===== src/rtl/fft_frame_buffer.sv =====
// Ping-pong frame buffer: fills one bank with DEPTH decimated samples while the
// other bank is held read-only for the FFT core, which releases it with frame_done.
module fft_frame_buffer #(
    parameter  int WIDTH = 8,
    parameter  int DEPTH = 256,
    localparam int AW    = $clog2(DEPTH)
) (
    input  logic             clk,
    input  logic             reset,
    input  logic             in_valid,
    input  logic [WIDTH-1:0] in_data,
    output logic             frame_ready,
    output logic             frame_bank,
    input  logic [AW-1:0]    rd_addr,
    output logic [WIDTH-1:0] rd_data,
    input  logic             frame_done,
    output logic             overflow
);

    logic          wr_bank, wr_bank_nxt;
    logic [AW-1:0] wr_ptr, wr_ptr_nxt;
    logic          rd_bank, rd_bank_nxt;
    logic [1:0]    full, full_nxt;
    logic          overflow_nxt;
    logic          wr_en;
    logic          release_en;

    logic [WIDTH-1:0] mem [2*DEPTH];

    assign frame_ready = full[rd_bank];
    assign frame_bank  = rd_bank;

    // All decisions use pre-edge state; a filling bank is never full and the
    // read bank is full when released, so the two full-bit updates never collide.
    always_comb begin
        // NOTE: every output of this block gets a default first, so no path leaves
        // a variable unassigned and no latch is inferred.
        wr_bank_nxt  = wr_bank;
        wr_ptr_nxt   = wr_ptr;
        rd_bank_nxt  = rd_bank;
        full_nxt     = full;
        overflow_nxt = overflow;

        wr_en      = in_valid && !full[wr_bank];
        release_en = frame_done && full[rd_bank];

        if (in_valid && full[wr_bank]) begin
            overflow_nxt = 1'b1;
        end

        if (wr_en) begin
            if (wr_ptr == AW'(DEPTH - 1)) begin
                full_nxt[wr_bank] = 1'b1;
                wr_bank_nxt       = ~wr_bank;
                wr_ptr_nxt        = '0;
            end else begin
                wr_ptr_nxt = wr_ptr + AW'(1);
            end
        end

        if (release_en) begin
            full_nxt[rd_bank] = 1'b0;
            rd_bank_nxt       = ~rd_bank;
        end
    end

    // NOTE: sequential state uses non-blocking assignments so every register
    // samples pre-edge values, independent of process evaluation order.
    always_ff @(posedge clk or posedge reset) begin
        if (reset) begin
            wr_bank  <= 1'b0;
            wr_ptr   <= '0;
            rd_bank  <= 1'b0;
            full     <= 2'b00;
            overflow <= 1'b0;
        end else begin
            wr_bank  <= wr_bank_nxt;
            wr_ptr   <= wr_ptr_nxt;
            rd_bank  <= rd_bank_nxt;
            full     <= full_nxt;
            overflow <= overflow_nxt;
        end
    end

    // NOTE: the sample array has no reset so it maps onto block RAM; stale
    // contents are harmless because reads only matter while frame_ready is high.
    always_ff @(posedge clk) begin
        if (wr_en) begin
            mem[{wr_bank, wr_ptr}] <= in_data;
        end
    end

    always_ff @(posedge clk or posedge reset) begin
        if (reset) begin
            rd_data <= '0;
        end else begin
            rd_data <= mem[{rd_bank, rd_addr}];
        end
    end

endmodule

===== config.mk =====
export PLATFORM = sky130hd
export DESIGN_NAME = fft_frame_buffer
export DESIGN_NICKNAME = d
export VERILOG_FILES = /design/src/rtl/fft_frame_buffer.sv
export SDC_FILE = /design/constraint.sdc
export NUM_CORES = 2
export LEC_CHECK = 0
export CAP_MARGIN = 20
export CELL_PAD_IN_SITES_DETAIL_PLACEMENT = 0
export CELL_PAD_IN_SITES_GLOBAL_PLACEMENT = 1
export CORE_MARGIN = 5
export CORE_UTILIZATION = 40
export DETAILED_ROUTE_END_ITERATION = 8
export DONT_BUFFER_PORTS = 1
export PLACE_DENSITY = 0.73
export SLEW_MARGIN = 20
export SYNTH_ARGS = -nofsm -noshare
export SYNTH_HDL_FRONTEND = slang
export SYNTH_SLANG_ARGS = --single-unit

===== constraint.sdc =====
create_clock -name clk -period 2.4 [get_ports clk]
set_input_delay 0.48 -clock clk [delete_from_list [all_inputs] [get_ports clk]]
set_output_delay 0.48 -clock clk [all_outputs]
set_load 0.01 [all_outputs]

==> results.cfg <==
[floorplan]
core-area_sq_um = 399000
die_w_um = 643
rows = 232
die_area_sq_um = 413000
fp.dieH_um = 643
initial_core_util_pct = 40.2
io_pins = 31

[synthesis]
syn_nets = 8053
syn_inst = 8029
ys_ff_latch = 4117
async_reset_ff_share_pct = 0.510
synth_ff_type = edfxtp_1
synth_edf_count = 4096
synth_cell_type_count = 57
yosysSeqAreaShare_pct = 77.1
yosysWarnings = 0
synth_area_sq_um = 160000
avgSynthCellArea_sq_um = 20.0

[global_routing]
grt_usage_pct = 19.8
grt_max_degree = 513
grt_pass1_wl_um = 609000
overflow = 0
grt_pass1_vias = 86200
antenna_found_initial = 22

[layout]
nets = 9334
drive_gt1_share_pct = 28.8
finalInstanceArea_sq_um = 191000
syn_to_final_growth_pct = 19.1
final.fill_count = 32300
final_cells = 14900

[cts]
cts_num_sinks = 4117
cts_tree = built
cts_buffers = 387
path_clk_slew_ps = 60
htreeDepth = 5
root_buffer = clkbuf_16
clkLatencyLatePin_ps = 920
clk_path_buf_depth = 4

[timing]
slew_headroom_pct = -128
slew_viol_final = 568
hold_violations = 0
setup_viol_count_final = 93
whs_ps = 30.8
fmax_mhz = 305
fin_crit_ps = 3280
rsz0062_at_grt = true
fin_crit_sh_pct = 137
tightestPinTransition_ps = 3410
skew_ps = 44.8
setup_ws_ps = -881

[critical_path]
reg2reg_slack_ps = -510
arrival_ps = 4070
endpoint_kind = register
timing.rr.start = mem[335][4]
reg2reg_to = rd_data[4]
cp-startpoint = rd_addr[2]
required_ps = 3190
worstPathMaxFanout = 174
critical_path_class = input pin to register
r2r_cells = 7
start_kind = input pin

[place]
post-place-ws_ps = -2240
dp_hpwl_um = 244000
gp_congestion = 0.861
placed_area_sq_um = 176000
portBuffers = 0
dp.cells = 14100

[status]
outcome = finished with violations
failed_checks = max-slew violations, negative setup slack

[min_path]
hold_path_startpoint = in_data[2]
hold_end = mem[457][2]
hold_class = input pin to register
hold_depth = 1

[route]
viasPerCell = 5.77
drt-wirelength-per-cell_um = 28.8
ant_nets = 0
vias = 85900
dr.pass1.iters = 6
drt_wl_total_um = 429000
drt_iter0_markers = 10300
drc_errors = 0

[run]
max_cap_viol_count = 0

[power_and_ir_drop]
ir_drop_mv = 0.898
power_leakage_nw = 63.0
p_total_mw = 149
power_density_nw_per_um2 = 783
flip-flops by register name, summed over array words and instances (netlist names):
name / cells
rd_data: 8
wr_ptr: 8
frame_bank: 1
wr_bank: 1
full: 2
overflow: 1
mem: 4096
worst max-delay path, stage by stage:
cell,delay (ps)
inv_2,680
buf_4,220
nand2_2,70
buf_12,170
buf_4,170
a21oi_1,390
nor3_1,110
nand4_1,260
nand4_1,580
and4_1,440
cells by family (layout without fill, tap and decap cells):
family	after synthesis	count (layout)	synth area share, %
flip-flops	4117	4117	77.1
multiplexers	1449	1449	14.3
AO/OA/AOI/OAI	975	975	4.25
AND/OR/NAND/NOR	951	951	2.59
buffers and inverters	527	2111	1.74
XOR/XNOR	6	6	0.0328
adder cells (fa/ha/maj)	4	4	0.0312
other	0	13	0
synthesized netlist by cell type, types with 3 or more instances:
master	count	area share, %
edfxtp_1	4096	77
mux2i_1	774	4.8
mux4_2	671	9.4
nor2_1	590	1.4
o221ai_1	374	2.0
clkbuf_1	270	0.63
a21oi_1	186	0.58
o22ai_1	179	0.70
o21ai_0	115	0.36
nand2_1	100	0.23
buf_4	96	0.45
buf_2	73	0.23
nor3_1	67	0.21
nand4_1	50	0.20
a22oi_1	45	0.21
a211oi_1	39	0.18
buf_1	34	0.080
buf_6	33	0.23
nand3_1	33	0.10
nor4_1	27	0.11
and2_1	26	0.10
dfrtp_1	21	0.33
nor2b_1	14	0.055
inv_1	11	0.026
o31ai_1	9	0.042
a31oi_1	8	0.031
and3_1	8	0.031
and4_1	8	0.044
buf_8	8	0.075
o21a_1	8	0.037
and2_0	6	0.023
nor3b_1	6	0.028
and3b_1	4	0.022
ha_1	4	0.031
mux2_2	4	0.028
xor2_1	4	0.022
nand2b_1	3	0.012
worst max path at each step:
stage,to,slack (ps),depth (start not counted)
after detailed placement,rd_data[0],-2240,10
after global routing,rd_data[4],-510,7
final,rd_data[0],-880,10
after global placement,rd_data[3],-2250,12
after floorplan,rd_data[5],0.9,8
after CTS,rd_data[5],-440,7
report_power, final:
part	switching (mW)	internal (mW)
Clock	26.0	34.3
Combinational	5.86	3.59
Sequential	0.275	79.4
Total	32.1	117
placed cells by master, fill, tap and decap left out, drive strengths merged, types with 50 or more instances in the layout:
master	n
nor2	590
a21oi	186
clkinv	173
nand4	50
o22ai	179
buf	1371
nand2	100
nor3	67
edfxtp	4096
mux2i	774
mux4	671
clkbuf	465
o221ai	374
o21ai	116
final cells by class:
cell class                 instances  area (sq um)  share of cell area, %
multi-input combinational       3385         34900                   18.3
clock buffer                     452         10100                   5.29
timing repair buffer            1407         13500                   7.07
sequential                      4117        124000                   64.7
antenna                           13          32.5                 0.0170
clock inverter                   240          2260                   1.18
tap                             5265          6590                   3.45
inverter                          12          52.6                 0.0275
per-stage QoR:
step           TNS (ps)  util [%]
2_1_floorplan         0         -
3_3_place_gp     -16910      44.1
3_5_place_dp     -17140      44.1
4_1_cts           -3020      47.4
5_1_grt           -3390      47.8
6_report          -9300      47.8
timing repair:
action / CTS / global route
gates cloned: 7 / 14
resized for setup: 68 / 148
pin swaps: 34 / 53
endpoints found under the setup margin: 11 / 1563
hold buffers: 9 / 22
setup buffers: 14 / 23
endpoints found under the hold margin: 1364 / 363
metal layers:
metal  part of all wire (%)  global-route usage, %  vias up
li1                       -                      -    36000
met1                     39                   27.2    44900
met2                     48                   32.0     4294
met3                    9.6                   3.95      695
met4                    3.3                   6.15        8
met5                  0.011                      0        -
No activity file was read; power rests on OpenSTA's default activity.
